[src/rtl/nn_pkg.sv]
// Shared constants and types for the nn parameter-dump path.
package nn_pkg;

    localparam int unsigned WORD_W     = 32;
    localparam int unsigned NUM_PARAMS = 18;

    localparam logic [15:0] FRAME_MAGIC = 16'hA55A;

    typedef enum logic [1:0] {
        ST_IDLE = 2'd0,
        ST_HDR  = 2'd1,
        ST_DATA = 2'd2,
        ST_CSUM = 2'd3
    } state_e;

    // Word positions on the flat parameter bus
    localparam int unsigned IDX_W3_11 = 0;
    localparam int unsigned IDX_W3_12 = 1;
    localparam int unsigned IDX_W3_21 = 2;
    localparam int unsigned IDX_W3_22 = 3;
    localparam int unsigned IDX_W3_31 = 4;
    localparam int unsigned IDX_W3_32 = 5;
    localparam int unsigned IDX_W2_11 = 6;
    localparam int unsigned IDX_W2_12 = 7;
    localparam int unsigned IDX_W2_13 = 8;
    localparam int unsigned IDX_W2_21 = 9;
    localparam int unsigned IDX_W2_22 = 10;
    localparam int unsigned IDX_W2_23 = 11;
    localparam int unsigned IDX_B3_1  = 12;
    localparam int unsigned IDX_B3_2  = 13;
    localparam int unsigned IDX_B3_3  = 14;
    localparam int unsigned IDX_B2_1  = 15;
    localparam int unsigned IDX_B2_2  = 16;
    localparam int unsigned IDX_B2_3  = 17;

endpackage

[src/rtl/nn_param_dump_if.sv]
// Framed word stream: valid/ready handshake with index and last marker.
interface nn_param_dump_if #(
    parameter int unsigned WORD_W = 32
);
    logic [WORD_W-1:0] dout;
    logic [7:0]        dout_idx;
    logic              dout_valid;
    logic              dout_last;
    logic              dout_ready;

    modport master (
        output dout, dout_idx, dout_valid, dout_last,
        input  dout_ready
    );

    modport slave (
        input  dout, dout_idx, dout_valid, dout_last,
        output dout_ready
    );
endinterface

[src/rtl/nn_auto_tick.sv]
// Free-running period counter; o_tick_c is high in the cycle the count hits AUTO_PERIOD-1.
module nn_auto_tick #(
    parameter int unsigned AUTO_PERIOD = 0
) (
    input  logic clk,
    input  logic res,
    output logic o_tick_c
);

    localparam int unsigned CNT_W = (AUTO_PERIOD > 1) ? $clog2(AUTO_PERIOD) : 1;
    localparam int unsigned LAST  = (AUTO_PERIOD > 0) ? AUTO_PERIOD - 1 : 0;
    localparam bit          EN    = (AUTO_PERIOD != 0);

    logic [CNT_W-1:0] r_cnt;
    logic             w_wrap;

    assign w_wrap   = (r_cnt == CNT_W'(LAST));
    assign o_tick_c = EN && w_wrap;

    // Counter parks at zero when the period is 0
    always_ff @(posedge clk) begin
        if (res) begin
            r_cnt <= '0;
        end else if (!EN || w_wrap) begin
            r_cnt <= '0;
        end else begin
            r_cnt <= r_cnt + CNT_W'(1);
        end
    end

endmodule

[src/rtl/nn_param_dump.sv]
// Snapshot all parameter words in one cycle and stream them as header, data words, checksum.
module nn_param_dump #(
    parameter int unsigned NUM_WORDS   = nn_pkg::NUM_PARAMS,
    parameter int unsigned WORD_W      = 32,
    parameter int unsigned AUTO_PERIOD = 0
) (
    input  logic                        clk,
    input  logic                        res,
    input  logic                        snap,
    input  logic [NUM_WORDS*WORD_W-1:0] param_in,
    nn_param_dump_if.master             strm,
    output logic                        busy,
    output logic                        snap_dropped
);

    import nn_pkg::*;

    localparam int unsigned PTR_W = (NUM_WORDS > 1) ? $clog2(NUM_WORDS) : 1;

    state_e            r_state;
    logic [PTR_W-1:0]  r_ptr;
    logic [WORD_W-1:0] r_acc;
    logic [WORD_W-1:0] r_dout;
    logic [7:0]        r_seq;
    logic [7:0]        r_idx;
    logic              r_valid;
    logic              r_last;
    logic              r_busy;
    logic              r_dropped;
    logic [WORD_W-1:0] r_shadow [NUM_WORDS];

    logic              w_tick;
    logic              w_req;
    logic              w_hs;
    logic              w_accept;
    logic              w_ptr_end;
    logic [WORD_W-1:0] w_sum;
    logic [WORD_W-1:0] w_hdr;

    nn_auto_tick #(
        .AUTO_PERIOD (AUTO_PERIOD)
    ) u_auto_tick (
        .clk      (clk),
        .res      (res),
        .o_tick_c (w_tick)
    );

    assign w_req     = snap | w_tick;
    assign w_hs      = r_valid & strm.dout_ready;
    assign w_accept  = (r_state == ST_IDLE) & w_req;
    assign w_ptr_end = (r_ptr == PTR_W'(NUM_WORDS - 1));
    assign w_sum     = r_acc + r_dout;
    assign w_hdr     = WORD_W'({FRAME_MAGIC, 8'(NUM_WORDS), r_seq});

    assign strm.dout       = r_dout;
    assign strm.dout_idx   = r_idx;
    assign strm.dout_valid = r_valid;
    assign strm.dout_last  = r_last;
    assign busy            = r_busy;
    assign snap_dropped    = r_dropped;

    // Shadow copy: only written on an accepted request, so the frame in flight is frozen
    always_ff @(posedge clk) begin
        if (!res && w_accept) begin
            for (int k = 0; k < int'(NUM_WORDS); k++) begin
                r_shadow[k] <= param_in[k*WORD_W +: WORD_W];
            end
        end
    end

    // Framer FSM with registered stream outputs
    always_ff @(posedge clk) begin
        if (res) begin
            r_state   <= ST_IDLE;
            r_ptr     <= '0;
            r_acc     <= '0;
            r_dout    <= '0;
            r_seq     <= '0;
            r_idx     <= '0;
            r_valid   <= 1'b0;
            r_last    <= 1'b0;
            r_busy    <= 1'b0;
            r_dropped <= 1'b0;
        end else begin
            r_dropped <= w_req && (r_state != ST_IDLE);
            case (r_state)
                ST_IDLE: begin
                    if (w_req) begin
                        r_state <= ST_HDR;
                        r_dout  <= w_hdr;
                        r_idx   <= 8'd0;
                        r_valid <= 1'b1;
                        r_last  <= 1'b0;
                        r_busy  <= 1'b1;
                    end
                end
                ST_HDR: begin
                    if (w_hs) begin
                        r_state <= ST_DATA;
                        r_acc   <= r_dout;
                        r_ptr   <= '0;
                        r_dout  <= r_shadow[0];
                        r_idx   <= 8'd1;
                    end
                end
                ST_DATA: begin
                    if (w_hs) begin
                        r_acc <= w_sum;
                        if (w_ptr_end) begin
                            r_state <= ST_CSUM;
                            r_dout  <= w_sum;
                            r_idx   <= 8'(NUM_WORDS + 1);
                            r_last  <= 1'b1;
                        end else begin
                            r_ptr  <= r_ptr + PTR_W'(1);
                            r_dout <= r_shadow[r_ptr + PTR_W'(1)];
                            r_idx  <= 8'(r_ptr) + 8'd2;
                        end
                    end
                end
                ST_CSUM: begin
                    if (w_hs) begin
                        r_state <= ST_IDLE;
                        r_seq   <= r_seq + 8'd1;
                        r_dout  <= '0;
                        r_idx   <= 8'd0;
                        r_valid <= 1'b0;
                        r_last  <= 1'b0;
                        r_busy  <= 1'b0;
                    end
                end
                default: begin
                    r_state <= ST_IDLE;
                    r_valid <= 1'b0;
                    r_last  <= 1'b0;
                    r_busy  <= 1'b0;
                end
            endcase
        end
    end

endmodule

[src/flat_wrapper.sv]
// flat-port wrapper written by rule: the top's interface ports become plain ports
module nn_param_dump_flat import nn_pkg::*;
#(
    parameter int unsigned NUM_WORDS   = nn_pkg::NUM_PARAMS,
    parameter int unsigned WORD_W      = 32,
    parameter int unsigned AUTO_PERIOD = 0
)
  (clk, res, snap, param_in, busy, snap_dropped, strm_dout, strm_dout_idx, strm_dout_valid, strm_dout_last, strm_dout_ready);
  nn_param_dump_if #(.WORD_W(WORD_W)) strm_i ();
  input  logic clk;
  input  logic res;
  input  logic snap;
  input  logic [NUM_WORDS*WORD_W-1:0] param_in;
  output logic busy;
  output logic snap_dropped;
  output wire logic [$bits(strm_i.dout)-1:0] strm_dout;
  output wire logic [$bits(strm_i.dout_idx)-1:0] strm_dout_idx;
  output wire logic [$bits(strm_i.dout_valid)-1:0] strm_dout_valid;
  output wire logic [$bits(strm_i.dout_last)-1:0] strm_dout_last;
  input wire logic [$bits(strm_i.dout_ready)-1:0] strm_dout_ready;
  assign strm_dout = strm_i.dout;
  assign strm_dout_idx = strm_i.dout_idx;
  assign strm_dout_valid = strm_i.dout_valid;
  assign strm_dout_last = strm_i.dout_last;
  assign strm_i.dout_ready = strm_dout_ready;
  nn_param_dump #(.NUM_WORDS(NUM_WORDS), .WORD_W(WORD_W), .AUTO_PERIOD(AUTO_PERIOD)) u_core (.clk(clk), .res(res), .snap(snap), .param_in(param_in), .strm(strm_i), .busy(busy), .snap_dropped(snap_dropped));
endmodule
[config.mk]
export PLATFORM = sky130hd
export DESIGN_NAME = nn_param_dump_flat
export DESIGN_NICKNAME = d
export VERILOG_FILES = /design/src/rtl/nn_pkg.sv /design/src/rtl/nn_param_dump_if.sv /design/src/rtl/nn_auto_tick.sv /design/src/rtl/nn_param_dump.sv /design/src/flat_wrapper.sv
export SDC_FILE = /design/constraint.sdc
export NUM_CORES = 1
export LEC_CHECK = 0
export CAP_MARGIN = 0
export CORE_ASPECT_RATIO = 1.25
export CORE_MARGIN = 4
export CORE_UTILIZATION = 34
export DETAILED_ROUTE_END_ITERATION = 10
export SYNTH_ARGS = -nofsm -noshare
export SYNTH_HDL_FRONTEND = slang
export SYNTH_SLANG_ARGS = --single-unit
[constraint.sdc]
create_clock -name clk -period 37.9 [get_ports clk]
set_clock_uncertainty 0.1 [all_clocks]
set_input_delay 3.79 -clock clk [delete_from_list [all_inputs] [get_ports clk]]
set_output_delay 3.79 -clock clk [all_outputs]
set_load 0.01 [all_outputs]
Word level (Yosys, flattened, before mapping)
Memories as Yosys holds them, arrays and structs flattened.
Index checks and enable logic that the tools add are counted.
Storage, ports and cells
  register bits: 90
  bits in latches: 0
  memory bits (writable): 576
  bits in read-only memories: 0
  input port bits: 580
  output and inout port bits: 44
  logic and storage cells: 75
  memories kept: 1
Memory list
  u_core.r_shadow: depth 18, bits a word 32, rd ports 2, clocked after memory_dff 0, write ports 18, RTL line nn_param_dump.sv:30  | logic [WORD_W-1:0] r_shadow [NUM_WORDS];
Operators by class
  $add $sub $neg: 4
  multiply operators: 0
  div/mod/pow operators: 0
  order comparisons: 0
  eq/ne operators: 10
  shift operators: 0
  muxes and demuxes: 34
  bitwise logic cells: 2
  reduce and logical (&&, ||, !) cells: 15
Operators with widths (count)
  $mux W32: 7
  $pmux W32 S4: 1
  $pmux W32 S2: 1
  $mux W8: 5
  $add A32 B32 Y32: 1
  $pmux W8 S4: 1
  $mux W5: 3
  $mux W2: 5
  $pmux W5 S2: 1
  $reduce_and A5 Y1: 2
  $add A8 B1 Y8 const B: 1
  $ne A2 B1 Y1 const B: 4
  $pmux W2 S4: 1
  $reduce_and A4 Y1: 2
  $mux W1: 7
  $add A5 B2 Y6 const B: 1
  $reduce_and A3 Y1: 2
  $reduce_bool A2 Y1: 3
  $add A5 B1 Y5 const B: 1
  $eq A5 B5 Y1 const B: 1
  $eq A2 B2 Y1 const B: 2
  $ne A2 B2 Y1 const B: 2
  $pmux W1 S3: 1
  $reduce_bool A3 Y1: 1
  other kinds (7): 9

Depth between registers and ports, before layout
Gate-level depths: netlist of the first run.
  depth after elaboration: 5
  gate-level depth with buffers: 13
  mapped depth without buffers: 11

Cells and area by module
A second synthesis of the first run with hierarchy kept.
Unflattened totals
  cell total of the unflattened synthesis: 1794
  area total of the unflattened synthesis: 28295.9 sq um
By module, submodules not included
  nn_param_dump: instances 1, cells an instance 1792, area an instance 28284.6 sq um, sequential area each 19058.3 sq um
  nn_auto_tick: instances 1, cells an instance 2, area an instance 11.3 sq um, sequential area each 0.0 sq um

Least setup slack after synthesis of the first run
No wires, ideal clock.
  path type: input port to flip-flop
  from: input port res
  to: memory u_core.r_shadow[0][0] (enable)
  library setup time: 1021 ps
  arrival: 17153 ps
  required time: 36779 ps
  path slack: 19625 ps
  stages on the path: 2
  buffers on the path: 1
  cell sequence: clkbuf_1 -> and3b_1
RTL lines
  start, declared: RTL line flat_wrapper.sv:11  | input logic res;
  end, declared: RTL line nn_param_dump.sv:30

==> results.sh, run 1 <==
export IMPL_placedInstanceArea_um2=35100
export IMPL_fmax_ghz=0.151
export IMPL_die_h_um=327
export IMPL_gp_congestion=0.893
export IMPL_cap_violations=0
export IMPL_yosysWarnings=0
export IMPL_arrival_ns=6.71
export IMPL_yosys_mux_area_fraction_pct=12.3
export IMPL_period_share_pct=17.4
export IMPL_grt_overflow=0
export IMPL_post_route_min_period_ns=6.61
export IMPL_critPathCaptureType="flop"
export IMPL_stdcell_area_um2=37300
export IMPL_antenna_found_initial=32
export IMPL_ant_nets=0
export IMPL_required_ns=38.00
export IMPL_cp_max_fo=191
export IMPL_syn_area_um2=27700
export IMPL_pwr_share_seq_pct=47.6
export IMPL_internal_power_uw=1460
export IMPL_fp_dieW_um=263
export IMPL_comb_power_share_pct=19.8
export IMPL_wire_per_inst_um=26.5
export IMPL_cts_buffers=70
export IMPL_p_clk_share_pct=32.7
export IMPL_slowest_stage="buf_4"
export IMPL_ctsResizeCount=0
export IMPL_dp_cells=3335
export IMPL_ioPinCount=624
export IMPL_synth_top_family_by_area="multiplexers"
export IMPL_h_tree_depth=3
export IMPL_status="finished clean"
export IMPL_synth_edff_count=576
export IMPL_postCtsSetupBuffers=0
export IMPL_drt_iter0_markers=1382
export IMPL_path_cells="clkdlybuf4s50_1, and3b_4, buf_12, buf_4"
export IMPL_hold_violations=0
export IMPL_port_buffers=621
export IMPL_grt_setup_unrepaired="no"
export IMPL_synth_simple_area_share_pct=5.69
export IMPL_dieArea_um2=86200
export IMPL_gr_usage_all_layers_pct=20.7
export IMPL_numClockSinks=664
export IMPL_wl_um=92500
export IMPL_synth_top_area_share_pct=62.4
export IMPL_synth_top_area_cell="edfxtp_1"
export IMPL_grt_max_degree=198
export IMPL_cts_root_buf="clkbuf_16"
export IMPL_synthArstFlopShare_pct=0
export IMPL_ys_seq_area_share_pct=68.7
export IMPL_grt_pass1_vias=19000
export IMPL_cp_top_family="buffers and inverters"
export IMPL_start_kind="input pin"
export IMPL_final_cells=3487
export IMPL_drc=0
export IMPL_drive_above_1_share_pct=11.9
export IMPL_synth_cells=1737
export IMPL_initial_core_util_pct=34.5
export IMPL_ys_types=68
export IMPL_ys_top_cells_by_area="edfxtp_1, mux4_2, dfxtp_1"
export IMPL_ys_ff_latch=664
export IMPL_netSwitchingFraction_pct=27.5
export IMPL_core_area_um2=80400
export IMPL_max_slew_margin_pct=22.2
export IMPL_setup_tns_ns=0
export IMPL_synthXorXnorAreaFrac_pct=1.30
export IMPL_post_synth_top_count_cell="edfxtp_1"
export IMPL_switchingPower_uw=556
export IMPL_critPathMaxStageDelay_ns=1.03
export IMPL_p_per_area_nw_per_um2=54.0
export IMPL_critical_path_class="input pin to flop"
export IMPL_dp_hpwl_um=69500
export IMPL_finalMaxSlewViolations=0
export IMPL_drt_pass1_iterations=5
export IMPL_hold_buffers=0
export IMPL_final_nets=2965
export IMPL_fin_util_pct=46.4
export IMPL_cts_max_path_buffers=3
export IMPL_setup_violations_final=0
export IMPL_synth_fa_ha_area_share_pct=1.83
export IMPL_grt_pass1_wl_um=130000
export IMPL_yosys_top_cells_count="edfxtp_1, nand2_1, mux4_2, a21oi_1, nor2_1"
export IMPL_ys_flop_type="edfxtp_1"
export IMPL_synth_compound_area_share_pct=8.22
export IMPL_cts_tree="built"
export IMPL_drt_vias_per_instance=5.20
export IMPL_clkLatencyLatePin_ns=0.60
export IMPL_path_clk_slew_ns=0.06
export IMPL_fp_row_count=116
export IMPL_ir_drop_mv=0.0442
export IMPL_vias=18100
export IMPL_fin_hold_ws_ns=0.365
export IMPL_hold_path_class="flop to flop"
export IMPL_crit_buf_inv=3
export IMPL_synth_area_per_cell_um2=16.0
export IMPL_worst_pin_slew_ns=1.17
export IMPL_area_growth_syn_to_layout_pct=34.7
export IMPL_leakagePower_uw=0.0124
## power by group through the flow
stage / clock network, µW / registers (µW) / logic [µW]
2_1_floorplan: 0 / 1020 / 228
3_3_place_gp: 0 / 969 / 390
3_5_place_dp: 0 / 974 / 399
4_1_cts: 675 / 959 / 400
5_1_grt: 704 / 966 / 431
6_report: 659 / 959 / 399
## cells by family (layout without fill, tap and decap cells)
kind of cell,Yosys count,after routing
other,1,29
AND/OR/NAND/NOR,345,345
buffers and inverters,123,783
adder cells (fa/ha/maj),40,40
flip-flops,664,664
multiplexers,180,180
XOR/XNOR,41,41
AO/OA/AOI/OAI,343,343
## registers in the layout (all words and copies together) (netlist names)
signal and count:
u_core.strm.dout_last 1, u_core.r_seq 8, u_core.r_acc 32, u_core.r_shadow 576
u_core.r_ptr 5, u_core.strm.dout 32, u_core.strm.dout_idx 6, u_core.strm.dout_valid 1
u_core.snap_dropped 1, u_core.r_state 2
## area by class of cell
type / count / area (µm²)
diodes: 27 / 67.6
clock buffers: 90 / 1890
clock inverters: 35 / 285
fillers: 6995 / 43100
inverters: 13 / 48.8
multi-input cells: 951 / 8240
flip-flops and latches: 664 / 19100
well taps: 1062 / 1330
repair buffers: 645 / 6420
## worst paths after layout
path | from | endpoint | slack, ns | depth (start not counted)
max reg2reg | u_core.r_ptr[0]$_SDFFE_PP0P_ | u_core.strm.dout[0]$_SDFFE_PP0P_ | 33.25 | 10
min reg2reg | u_core.strm.dout_idx[1]$_SDFFE_PP0P_ | u_core.strm.dout_idx[1]$_SDFFE_PP0P_ | 0.36 | 2
min | u_core.strm.dout_idx[1]$_SDFFE_PP0P_ | u_core.strm.dout_idx[1]$_SDFFE_PP0P_ | 0.36 | 2
max | snap | u_core.r_shadow[7][31]$_DFFE_PP_ | 31.29 | 4
## through the flow
step           worst slack, ns  total power (µW)
2_1_floorplan            19.63              1240
3_3_place_gp             30.78              1360
3_5_place_dp             30.63              1370
4_1_cts                  31.27              2030
5_1_grt                  31.11              2100
6_report                 31.29              2020
## metal layers
layer	track usage, %	wire, µm
met1	24.7	34900
met2	35.8	48100
met3	5.42	6910
met4	8.08	2560
met5	0	49
## cell usage in the layout (no fill, tap or decap), types with 11 or more instances in the layout
cell type and instances:
clkbuf_1 15, nor3_1 14, inv_1 13, diode_2 27, a21o_1 22, dfxtp_1 87, and2_1 35, ha_1 36
xnor2_1 17, a211oi_1 65, mux2_2 11, o21ai_0 25, xor2_1 20, a311oi_1 12, clkinv_1 13, a221oi_1 18
nand2_1 134, mux4_2 128, clkbuf_16 71, o21ai_1 18, a31oi_1 30, edfxtp_1 576, clkdlybuf4s50_1 620, mux2i_1 40
nand3_1 17, nor2_1 97, a21oi_1 101, buf_4 22
## worst register-to-register path: stages (launching register included)
cell,delay [ns]
dfxtp_4,0.68
ha_4,0.58
buf_4,0.85
mux4_2,0.45
and2_1,0.17
a211oi_1,0.63
a311oi_1,0.09
a21oi_1,0.49
o21ai_1,0.11
a221oi_1,0.30
nor3_1,0.07
(Power assumes the default switching activity.)
==> run 2, diff against run 1 <==
clock period = 5.7 ns   (was 37.9 ns; I/O delays follow)
==> run 2 against run 1 <==
Count of clock-buffer cells in the layout fell by 2. Register-to-register slack got worse by 32 ns. Sequential share of layout area down 0.61 points. Utilization rose by 0.56 points. Non-clock buffer count grew 5. Hold slack got worse by 0.017 ns. Wire length grew 2.5%. First-iteration DRC count is essentially flat. Critical path depth rose by 5. Final cell count is 0.46% higher. Sequential power rose to 6.7 times the previous value. Sequential cell count unchanged. Largest cell class unchanged.
==> results.sh, run 2 (synthesized netlist as in run 1, its figures left out) <==
export IMPL_dieArea_um2=86200
export IMPL_start_kind="flop"
export IMPL_ctsResizeCount=0
export IMPL_h_tree_depth=3
export IMPL_path_clk_slew_ns=0.06
export IMPL_grt_overflow=0
export IMPL_required_ns=6.14
export IMPL_cts_max_path_buffers=3
export IMPL_postCtsSetupBuffers=0
export IMPL_hold_depth=2
export IMPL_grt_max_degree=127
export IMPL_final_cells=3503
export IMPL_fmax_ghz=0.251
export IMPL_setup_violations_final=0
export IMPL_numClockSinks=664
export IMPL_gr_usage_all_layers_pct=21.3
export IMPL_core_area_um2=80400
export IMPL_area_growth_syn_to_layout_pct=36.3
export IMPL_arrival_ns=4.42
export IMPL_wire_per_inst_um=27.1
export IMPL_fin_ws_ns=1.72
export IMPL_grt_setup_unrepaired="no"
export IMPL_period_share_pct=69.9
export IMPL_clkLatencyLatePin_ns=0.61
export IMPL_hold_buffers=0
export IMPL_worst_pin_slew_ns=0.998
export IMPL_fin_hold_ws_ns=0.347
export IMPL_vias=18200
export IMPL_status="finished clean"
export IMPL_drt_iter0_markers=1381
export IMPL_placedInstanceArea_um2=35200
export IMPL_dp_cells=3340
export IMPL_drive_above_1_share_pct=12.7
export IMPL_fp_row_count=116
export IMPL_final_common_cell="clkdlybuf4s50_1"
export IMPL_critPathCaptureType="flop"
export IMPL_drt_vias_per_instance=5.18
export IMPL_leakagePower_uw=0.0126
export IMPL_crit_buf_inv=1
export IMPL_ff2ff_path_depth=9
export IMPL_cpMostUsedCell="a21oi_1"
export IMPL_fp_dieW_um=263
export IMPL_dpl_worst_slack_ns=1.70
export IMPL_initial_core_util_pct=34.5
export IMPL_critPathMaxStageDelay_ns=0.74
export IMPL_cp_depth=9
export IMPL_ant_nets=0
export IMPL_cts_root_buf="clkbuf_16"
export IMPL_ir_drop_mv=0.282
export IMPL_cts_tree="built"
export IMPL_slowest_stage="dfxtp_4"
export IMPL_final_cell_mix="clkdlybuf4s50_1, edfxtp_1, nand2_1"
export IMPL_grt_pass1_vias=19100
export IMPL_drt_pass1_iterations=6
export IMPL_cts_buffers=73
export IMPL_path_cells="ha_4, buf_4, mux4_2, nand2_1, a311oi_1, a21oi_1, o21ai_1, a21oi_1, nor3_1"
export IMPL_regMostFlops="u_core.r_shadow"
export IMPL_cap_violations=0
export IMPL_dp_hpwl_um=71900
export IMPL_drc=0
export IMPL_finalMaxSlewViolations=0
export IMPL_gp_congestion=0.897
export IMPL_critical_path_class="flop to flop"
export IMPL_largest_register_ffs=576
export IMPL_hold_violations=0
export IMPL_p_total_uw=14100
export IMPL_stdcell_area_um2=37800
export IMPL_die_h_um=327
export IMPL_p_per_area_nw_per_um2=374
export IMPL_ioPinCount=624
export IMPL_final_nets=2973
export IMPL_post_route_min_period_ns=3.98
export IMPL_max_slew_margin_pct=33.4
export IMPL_wl_um=94800
export IMPL_cp_top_family="compound AO/OA/AOI/OAI gates"
export IMPL_port_buffers=621
export IMPL_antenna_found_initial=35
export IMPL_cp_max_fo=45
export IMPL_hold_path_class="flop to flop"
export IMPL_grt_pass1_wl_um=134000
[run 2: cell count changes in the layout (fill, tap and decap cells not counted), sizes merged]
cell	change
buf	+5
diode	+1
inv	+2
clkbuf	-2
clkinv	+3
bufinv	+7
[run 2: area by class of cell]
class,instances,area (µm²)
Antenna cell,28,70.1
Tap cell,1062,1330
Clock inverter,47,563
Inverter,13,48.8
Clock buffer,88,1960
Sequential cell,664,19100
Timing Repair Buffer,650,6520
Multi-Input combinational cell,951,8240
Fill cell,6923,42600
[run 2: final timing paths]
| kind | startpoint | end | slack (ns) |
|---|---|---|---|
| setup reg to reg | u_core.r_ptr[0]$_SDFFE_PP0P_ | u_core.strm.dout[20]$_SDFFE_PP0P_ | 1.72 |
| hold reg to reg | u_core.strm.dout_idx[3]$_SDFFE_PP0P_ | u_core.strm.dout_idx[3]$_SDFFE_PP0P_ | 0.35 |
| hold / removal | u_core.strm.dout_idx[3]$_SDFFE_PP0P_ | u_core.strm.dout_idx[3]$_SDFFE_PP0P_ | 0.35 |
| setup / recovery | u_core.r_ptr[0]$_SDFFE_PP0P_ | u_core.strm.dout[20]$_SDFFE_PP0P_ | 1.72 |
[run 2: routing by layer]
| layer | GRT usage, % | vias to the layer above | wire length, µm |
|---|---|---|---|
| met1 | 26.0 | 9127 | 36800 |
| met5 | 0 | - | 105 |
| met3 | 4.86 | 135 | 6130 |
| li1 | - | 8160 | - |
| met2 | 37.0 | 722 | 49300 |
| met4 | 8.14 | 14 | 2530 |
[run 2: through the flow]
step	setup TNS (ns)	utilization, %
floorplan	-177.64	-
global placement	0	43.8
detailed placement	0	43.8
CTS	0	46.9
global route	0	47.0
finish	0	47.0
[run 2: where the power goes]
| part | switching (µW) | leakage, µW | total, µW | internal (µW) |
|---|---|---|---|---|
| clock network | 2000 | 0.00122 | 4930 | 2930 |
| logic | 1610 | 0.00537 | 2810 | 1200 |
| registers | 321 | 0.00605 | 6380 | 6060 |
[run 2: worst reg2reg max path, cell delays in order (launching register included)]
cell and delay (ns):
dfxtp_4 0.74, ha_4 0.66, buf_4 0.77, mux4_2 0.38, nand2_1 0.09, a311oi_1 0.63, a21oi_1 0.14, o21ai_1 0.18
a21oi_1 0.06, nor3_1 0.15
==> run 3, diff against run 2 <==
clock period = 3.7 ns   (was 5.7 ns; I/O delays follow)
==> run 3 against run 2 <==
Final cell count grew 0.97%. Sequential power rose by 53%. Global-route usage rose by 0.24 points. Worst setup slack worse by 1.5 ns. Critical endpoint is now u_core.strm.dout[13]$_SDFFE_PP0P_. Critical path type unchanged. Largest power group unchanged. Highest routed layer unchanged.
==> results.sh, run 3 (synthesized netlist as in run 1, its figures left out) <==
export IMPL_wire_per_inst_um=27.1
export IMPL_n_fill_cell=6868
export IMPL_critical_path_class="flop to flop"
export IMPL_grt_pass1_wl_um=136000
export IMPL_largest_register_ffs=576
export IMPL_p_per_area_nw_per_um2=560
export IMPL_h_tree_depth=3
export IMPL_cts_tree="built"
export IMPL_required_ns=4.08
export IMPL_drc=0
export IMPL_postCtsSetupBuffers=0
export IMPL_grt_max_degree=107
export IMPL_fp_dieW_um=263
export IMPL_drive_above_1_share_pct=14.4
export IMPL_netSwitchingFraction_pct=28.6
export IMPL_hold_buffers=0
export IMPL_numClockSinks=664
export IMPL_grt_setup_unrepaired="no"
export IMPL_max_slew_margin_pct=34.4
export IMPL_pwr_share_seq_pct=45.8
export IMPL_final_nets=3023
export IMPL_placedInstanceArea_um2=35700
export IMPL_fin_ws_ns=0.229
export IMPL_fmax_ghz=0.288
export IMPL_dp_hpwl_um=74600
export IMPL_cap_violations=0
export IMPL_gr_usage_all_layers_pct=21.6
export IMPL_drt_vias_per_instance=5.20
export IMPL_gp_congestion=0.893
export IMPL_grt_overflow=0
export IMPL_arrival_ns=3.85
export IMPL_ff2ff_path_depth=13
export IMPL_dpl_worst_slack_ns=0.137
export IMPL_cts_root_buf="clkbuf_16"
export IMPL_worst_pin_slew_ns=0.984
export IMPL_hold_depth=1
export IMPL_clkLatencyLatePin_ns=0.63
export IMPL_antenna_found_initial=22
export IMPL_wl_um=95700
export IMPL_drt_pass1_iterations=6
export IMPL_ctsResizeCount=0
export IMPL_status="finished clean"
export IMPL_leakagePower_uw=0.0128
export IMPL_setup_tns_ns=0
export IMPL_core_area_um2=80400
export IMPL_fp_row_count=116
export IMPL_regMostFlops="u_core.r_shadow"
export IMPL_ir_drop_mv=0.319
export IMPL_switchingPower_uw=6090
export IMPL_vias=18400
export IMPL_cp_max_fo=12
export IMPL_start_kind="flop"
export IMPL_final_cell_mix="clkdlybuf4s50_1, edfxtp_1, nand2_1"
export IMPL_final_common_cell="clkdlybuf4s50_1"
export IMPL_fin_hold_ws_ns=0.181
export IMPL_internal_power_uw=15200
export IMPL_hold_path_class="input pin to flop"
export IMPL_area_growth_syn_to_layout_pct=37.2
export IMPL_period_share_pct=93.8
export IMPL_p_clk_share_pct=32.9
export IMPL_ioPinCount=624
export IMPL_path_clk_slew_ns=0.07
export IMPL_die_h_um=327
export IMPL_setup_violations_final=0
export IMPL_cts_buffers=70
export IMPL_drt_iter0_markers=1639
export IMPL_dieArea_um2=86200
export IMPL_grt_pass1_vias=19400
export IMPL_stdcell_area_um2=38100
export IMPL_comb_power_share_pct=21.3
export IMPL_initial_core_util_pct=34.5
export IMPL_post_route_min_period_ns=3.47
export IMPL_ant_nets=0
export IMPL_finalMaxSlewViolations=0
export IMPL_cts_max_path_buffers=3
export IMPL_hold_violations=0
export IMPL_critPathCaptureType="flop"
export IMPL_port_buffers=621
[run 3: worst max-delay path: stages (launching register included)]
cell      delay (ns)
dfxtp_1         0.41
inv_1           0.12
ha_4            0.45
buf_4           0.21
buf_4           0.19
mux4_2          0.33
and2_1          0.18
a211oi_1        0.46
buf_4           0.20
a31oi_1         0.04
nor2_1          0.17
a211oi_1        0.07
a221oi_1        0.26
o31ai_1         0.11
[run 3: per-layer routing]
metal	up-vias	global-route usage (%)	share of wire (%)
met4	2	6.84	2.3
met3	101	4.36	6.5
met5	-	0	0.019
met2	739	38.0	52
met1	9287	26.8	39
li1	8257	-	-
[run 3: cell type report]
cell class / count / area (µm²) / share of cell area (%)
diodes: 17 / 42.5 / 0.112
clock buffers: 86 / 1820 / 4.79
clock inverters: 41 / 465 / 1.22
inverters: 13 / 48.8 / 0.128
multi-input cells: 951 / 8240 / 21.7
flip-flops and latches: 664 / 19100 / 50.1
well taps: 1062 / 1330 / 3.49
repair buffers: 703 / 7040 / 18.5
[run 3: path summary, 6_finish.rpt]
| path | to | slack (ns) | start |
|---|---|---|---|
| worst max register to register | u_core.strm.dout[13]$_SDFFE_PP0P_ | 0.23 | u_core.r_ptr[1]$_SDFFE_PP0P_ |
| worst max-delay path | u_core.strm.dout[13]$_SDFFE_PP0P_ | 0.23 | u_core.r_ptr[1]$_SDFFE_PP0P_ |
| worst min register to register | u_core.strm.dout_idx[0]$_SDFFE_PP0P_ | 0.37 | u_core.strm.dout_idx[0]$_SDFFE_PP0P_ |
| worst min-delay path | u_core.r_shadow[5][26]$_DFFE_PP_ | 0.18 | param_in[186] |
[run 3: power groups by stage]
stage                     logic, µW  registers, µW  clock network [µW]
after global routing           4900           9840                7460
after detailed placement       4570           9930                   0
after floorplan                2370           9940                   0
after global placement         4510           9890                   0
after CTS                      4580           9770                7180
final                          4540           9770                7010
[run 3: through the flow]
stage	std cells	util (%)	power, µW
after floorplan	1738	-	12300
after global placement	3393	44.4	14400
after detailed placement	3393	44.4	14500
after CTS	3520	47.3	21500
after global routing	3534	47.3	22200
final	3537	47.3	21300
